### src/rtl/rf_pkg.sv
// Shared defaults and address-decode helper for the register file and its scoreboard.
package rf_pkg;

    localparam int RF_DATA_W = 32;
    localparam int RF_ADDR_W = 5;
    localparam int RF_NREAD  = 2;

    // Bit idx of the one-hot mask produced by decoding addr, gated by en.
    // Callers build a full mask by iterating idx over the register depth.
    function automatic logic rf_wmask_bit(input logic en, input int unsigned addr,
                                          input int unsigned idx);
        return en && (addr == idx);
    endfunction

endpackage

### src/rtl/rf_scoreboard.sv
// Pending-bit array for the register file: claims set a bit, writebacks clear it,
// and a same-cycle claim overrides the clear because the new producer is still in flight.
module rf_scoreboard
    import rf_pkg::*;
#(
    parameter int ADDR_W   = RF_ADDR_W,
    parameter int NREAD    = RF_NREAD,
    parameter bit ZERO_REG = 1'b1
) (
    input  logic                    clk,
    input  logic                    reset,
    input  logic [NREAD*ADDR_W-1:0] rd_addr,
    input  logic                    we0,
    input  logic [ADDR_W-1:0]       wa0,
    input  logic                    we1,
    input  logic [ADDR_W-1:0]       wa1,
    input  logic                    claim_en,
    input  logic [ADDR_W-1:0]       claim_addr,
    output logic [NREAD-1:0]        rd_busy,
    output logic                    claim_hit
);

    localparam int DEPTH = 1 << ADDR_W;

    logic [DEPTH-1:0] pending_q;
    logic [DEPTH-1:0] pending_d;
    logic [DEPTH-1:0] set_mask;
    logic [DEPTH-1:0] clr_mask;

    always_comb begin
        set_mask = '0;
        clr_mask = '0;
        for (int i = 0; i < DEPTH; i++) begin
            set_mask[i] = rf_wmask_bit(claim_en, 32'(claim_addr), i);
            clr_mask[i] = rf_wmask_bit(we0, 32'(wa0), i) | rf_wmask_bit(we1, 32'(wa1), i);
        end
        // Set after clear: a claim racing a writeback leaves the bit pending.
        pending_d = (pending_q & ~clr_mask) | set_mask;
        if (ZERO_REG) begin
            pending_d[0] = 1'b0;
        end
    end

    always_ff @(posedge clk or posedge reset) begin
        if (reset) begin
            pending_q <= '0;
        end else begin
            pending_q <= pending_d;
        end
    end

    for (genvar k = 0; k < NREAD; k++) begin : g_busy
        logic [ADDR_W-1:0] addr;
        logic              written;
        assign addr    = rd_addr[k*ADDR_W +: ADDR_W];
        assign written = (we0 && (wa0 == addr)) || (we1 && (wa1 == addr));
        assign rd_busy[k] = pending_q[addr] & ~written & ~(ZERO_REG && (addr == '0));
    end

    logic claim_written;
    assign claim_written = (we0 && (wa0 == claim_addr)) || (we1 && (wa1 == claim_addr));
    assign claim_hit = pending_q[claim_addr] & ~claim_written
                       & ~(ZERO_REG && (claim_addr == '0));

endmodule

### src/rtl/regfile_sb.sv
// Multi-port register file with two writeback ports, write-through forwarding,
// optional hardwired zero register and a pending-write scoreboard.
module regfile_sb
    import rf_pkg::*;
#(
    parameter int DATA_W   = RF_DATA_W,
    parameter int ADDR_W   = RF_ADDR_W,
    parameter int NREAD    = RF_NREAD,
    parameter bit ZERO_REG = 1'b1
) (
    input  logic                    clk,
    input  logic                    reset,
    input  logic [NREAD*ADDR_W-1:0] rd_addr,
    output logic [NREAD*DATA_W-1:0] rd_data,
    output logic [NREAD-1:0]        rd_busy,
    input  logic                    we0,
    input  logic [ADDR_W-1:0]       wa0,
    input  logic [DATA_W-1:0]       wd0,
    input  logic                    we1,
    input  logic [ADDR_W-1:0]       wa1,
    input  logic [DATA_W-1:0]       wd1,
    input  logic                    claim_en,
    input  logic [ADDR_W-1:0]       claim_addr,
    output logic                    claim_hit
);

    localparam int DEPTH = 1 << ADDR_W;

    logic [DATA_W-1:0] mem_q [DEPTH];
    logic [DATA_W-1:0] mem_d [DEPTH];

    always_comb begin
        for (int i = 0; i < DEPTH; i++) begin
            mem_d[i] = mem_q[i];
            if (rf_wmask_bit(we0, 32'(wa0), i)) begin
                mem_d[i] = wd0;
            end
            // Port 1 (LSU) is applied last so it wins an address collision.
            if (rf_wmask_bit(we1, 32'(wa1), i)) begin
                mem_d[i] = wd1;
            end
        end
        if (ZERO_REG) begin
            mem_d[0] = '0;
        end
    end

    always_ff @(posedge clk or posedge reset) begin
        if (reset) begin
            for (int i = 0; i < DEPTH; i++) begin
                mem_q[i] <= '0;
            end
        end else begin
            for (int i = 0; i < DEPTH; i++) begin
                mem_q[i] <= mem_d[i];
            end
        end
    end

    for (genvar k = 0; k < NREAD; k++) begin : g_rd
        logic [ADDR_W-1:0] addr;
        logic [DATA_W-1:0] data;

        assign addr = rd_addr[k*ADDR_W +: ADDR_W];

        always_comb begin
            data = mem_q[addr];
            if (we0 && (wa0 == addr)) begin
                data = wd0;
            end
            if (we1 && (wa1 == addr)) begin
                data = wd1;
            end
            if (ZERO_REG && (addr == '0)) begin
                data = '0;
            end
        end

        assign rd_data[k*DATA_W +: DATA_W] = data;
    end

    rf_scoreboard #(
        .ADDR_W   (ADDR_W),
        .NREAD    (NREAD),
        .ZERO_REG (ZERO_REG)
    ) u_scoreboard (
        .clk        (clk),
        .reset      (reset),
        .rd_addr    (rd_addr),
        .we0        (we0),
        .wa0        (wa0),
        .we1        (we1),
        .wa1        (wa1),
        .claim_en   (claim_en),
        .claim_addr (claim_addr),
        .rd_busy    (rd_busy),
        .claim_hit  (claim_hit)
    );

endmodule

### config.mk
export PLATFORM = sky130hd
export DESIGN_NAME = regfile_sb
export DESIGN_NICKNAME = d
export VERILOG_FILES = /design/src/rtl/rf_pkg.sv /design/src/rtl/rf_scoreboard.sv /design/src/rtl/regfile_sb.sv
export SDC_FILE = /design/constraint.sdc
export NUM_CORES = 2
export LEC_CHECK = 0
export BUFFER_PORTS_ARGS = -buffer_cell sky130_fd_sc_hd__buf_2
export CAP_MARGIN = 0
export CORE_UTILIZATION = 26
export DETAILED_ROUTE_END_ITERATION = 6
export GPL_TIMING_DRIVEN = 0
export MAX_ROUTING_LAYER = met4
export SKIP_CTS_REPAIR_TIMING = 1
export SYNTH_ARGS = -nofsm -noshare
export SYNTH_HDL_FRONTEND = slang
export SYNTH_SLANG_ARGS = --single-unit
export TNS_END_PERCENT = 30
### constraint.sdc
create_clock -name clk -period 35.8 [get_ports clk]
set_input_delay 1.79 -clock clk [delete_from_list [all_inputs] [get_ports clk]]
set_output_delay 1.79 -clock clk [all_outputs]
set_load 0.02 [all_outputs]
==> results.cfg <==
[critical_path]
cp_num_buf_inv = 5
critPathKind = input pin to output pin
reg2reg_to = mem_q[867]
r2r_start = mem_q[867]
critPathCaptureType = output pin
required_ns = 34.01
cp.arrival_ns = 7.03
critPathMaxFanout = 14
path_depth = 10
path_cells = clkbuf_1, buf_2, buf_2, and2_1, clkbuf_1, a22oi_1, a31oi_1, nand2_1, o211ai_1, buf_2
start_kind = input pin
rr_worst_depth = 2
path_common_cell = buf_2
slowest_delay_ns = 1.02
cpMaxStageDelayCell = clkbuf_1
rrSetupSlack_ns = 34.88
critical_path.top_delay_family = buffers and inverters

[min_path]
min_to = u_scoreboard.pending_q[7]
hold_path_class = register to register
min_from = u_scoreboard.pending_q[7]
hold_depth = 1

[power_and_ir_drop]
ir_drop_mv = 0.05330
total_power_mw = 4.264
p_per_area_nw_per_um2 = 56.68
p_leak_nw = 30.92

[timing]
rsz0062_at_grt = false
skew_ns = 0
max_freq_mhz = 113.3
setup_violations = 0
maxSlewHeadroom = -0.2914
min_period_ns = 8.824
finalCritPeriodShare = 0.2465
fin_ws_ns = 26.98
slew_violations = 294
holdWs_ns = 0.5543
tightest_slew_ns = 1.930
final.setup.tns_ns = 0
hold_viol_final = 0

[drt]
wl_um = 412000
dr.pass1.iters = 7
via_per_inst = 6.298
drc = 0
wire_per_inst_um = 40.74
ant_nets = 0
drt_iter0_drc = 11550
dr_total_vias = 63690

[synthesis]
netlist_area_um2 = 65500
ys_seq_elements = 1023
synth.top_cell.area_share = 0.3908
async_flop_share = 1.000
synth_top_family_by_area = multiplexers
synth_nets = 6452
yosys-top-cells-count = mux2i_1 (1101), dfrtp_1 (1023), nand2_1 (631)
synthCells = 6358
synth_edf_count = 0
ys_seq_area_frac = 0.3908
synthXorXnorAreaFrac = 0.004012
avgSynthCellArea_um2 = 10.30
synth_area_leader_cell = dfrtp_1
synthFlopType = dfrtp_1
synthAdderAreaFrac = 0
synthSimpleGateAreaFrac = 0.08529
synth_compound_area_frac = 0.1250
netlist_top_cells_area = dfrtp_1 (39%), mux2i_1 (17%), mux4_2 (15%)
yosys_warnings = 0
yosysMostFrequentCell = mux2i_1
synthMuxAreaShare = 0.3428
yosysUniqueCellTypes = 56

[global_routing]
grt_pass1_vias = 60340
grt_start_max_net_pins = 124
antenna_found_initial = 66
grt_usage = 0.3231
grt-ovfl-total = 0
grt_pass1_wl_um = 544000

[floorplan]
row_count = 183
die_w_um = 503.9
ioPinCount = 161
die_height_um = 503.9
die-area_um2 = 253900
initial_utilization = 0.2624
core_area_um2 = 249600

[cells_and_area]
final-instance-count-excl-fill = 10110
area_growth_pct = 14.84
fin_nets = 6695
fin_area_um2 = 75220
post-route-util = 0.3014
fill_cells = 25990
drive_gt1_frac = 0.1700

[clock_tree]
cts_tree = done
h-tree-depth = 4
cts_root_buffer = clkbuf_16
numCtsBuffers = 131
clockBufferDepth = 3
insertion_delay_ns = 0.84
path_clk_slew_ns = 0.06
cts_sinks = 1023

[placed_design]
portBuffers = 80
place_ws_ns = 27.30
placed_area_um2 = 70650
dp_cells = 9793
gp_congestion = 1.073
hpwl_um = 286700

[run]
drv_cap = 30

[outcome]
violations = max-capacitance violations, max-slew violations
status = finished with violations
-- flip-flops by register name (all words and copies together), names as in the netlist --
signal / count
u_scoreboard.pending_q: 31
mem_q: 992
-- cells in the final DEF (no fill, tap or decap), types with 29 or more instances in the layout --
cell type / n
nand3_1: 35
a32oi_1: 31
a31oi_1: 30
nand2_1: 631
mux2_2: 124
a221o_1: 29
nor2_1: 555
o21ai_0: 456
nor2b_1: 42
o21ai_1: 72
o22ai_1: 62
clkbuf_1: 538
o211ai_1: 30
clkbuf_16: 135
mux4_2: 442
o31ai_1: 32
buf_1: 66
dfrtp_1: 1023
mux2i_1: 1101
a211o_1: 30
clkbuf_2: 52
nand4_1: 36
a21oi_1: 548
diode_2: 83
a22oi_1: 60
a211oi_1: 33
buf_2: 268
-- cell families after synthesis --
family          after synthesis
compound gates             1439
xor+xnor                     30
buf+inv                     822
flops                      1023
mux                        1670
simple gates               1374
-- how the worst max path moves through the flow --
stage | startpoint | end | slack, ns
3_3_place_gp | reset | mem_q[87] | -9.35
5_1_grt | rd_addr[7] | rd_data[37] | 27.31
6_report | rd_addr[7] | rd_data[36] | 26.98
4_1_cts | rd_addr[4] | rd_data[29] | 27.28
3_5_place_dp | rd_addr[4] | rd_data[29] | 27.30
2_1_floorplan | reset | mem_q[0] | 5.22
-- where the power goes --
group | leakage, nW | internal [mW] | switching (mW) | total, mW
clock network | 2.08 | 0.791 | 0.598 | 1.39
registers | 12.5 | 1.46 | 0.274 | 1.74
logic | 16.4 | 0.539 | 0.596 | 1.14
-- per-layer routing --
metal | vias up | GRT usage | share of wire
met2 | 6031 | 0.4387 | 0.41
met1 | 32120 | 0.3688 | 0.35
met3 | 1746 | 0.1496 | 0.15
met4 | 0 | 0.2382 | 0.090
li1 | 23790 | - | -
met5 | - | - | 0
-- area by class of cell --
cell class	instances	area, um^2	area share
multi-input cells	4513	36540	0.4858
inverters	6	30.03	0.0003992
flip-flops and latches	1023	25600	0.3403
well taps	3330	4167	0.05539
repair buffers	110	984.7	0.01309
diodes	83	207.7	0.002761
clock buffers	203	3884	0.05163
clock inverters	29	379.1	0.005040
plain buffers	816	3427	0.04556
-- worst register-to-register path: stages, from the launching register on --
cell     delay (ns)
dfrtp_1        0.46
mux2i_1        0.18
o21ai_0        0.11
(Power assumes the default switching activity.)
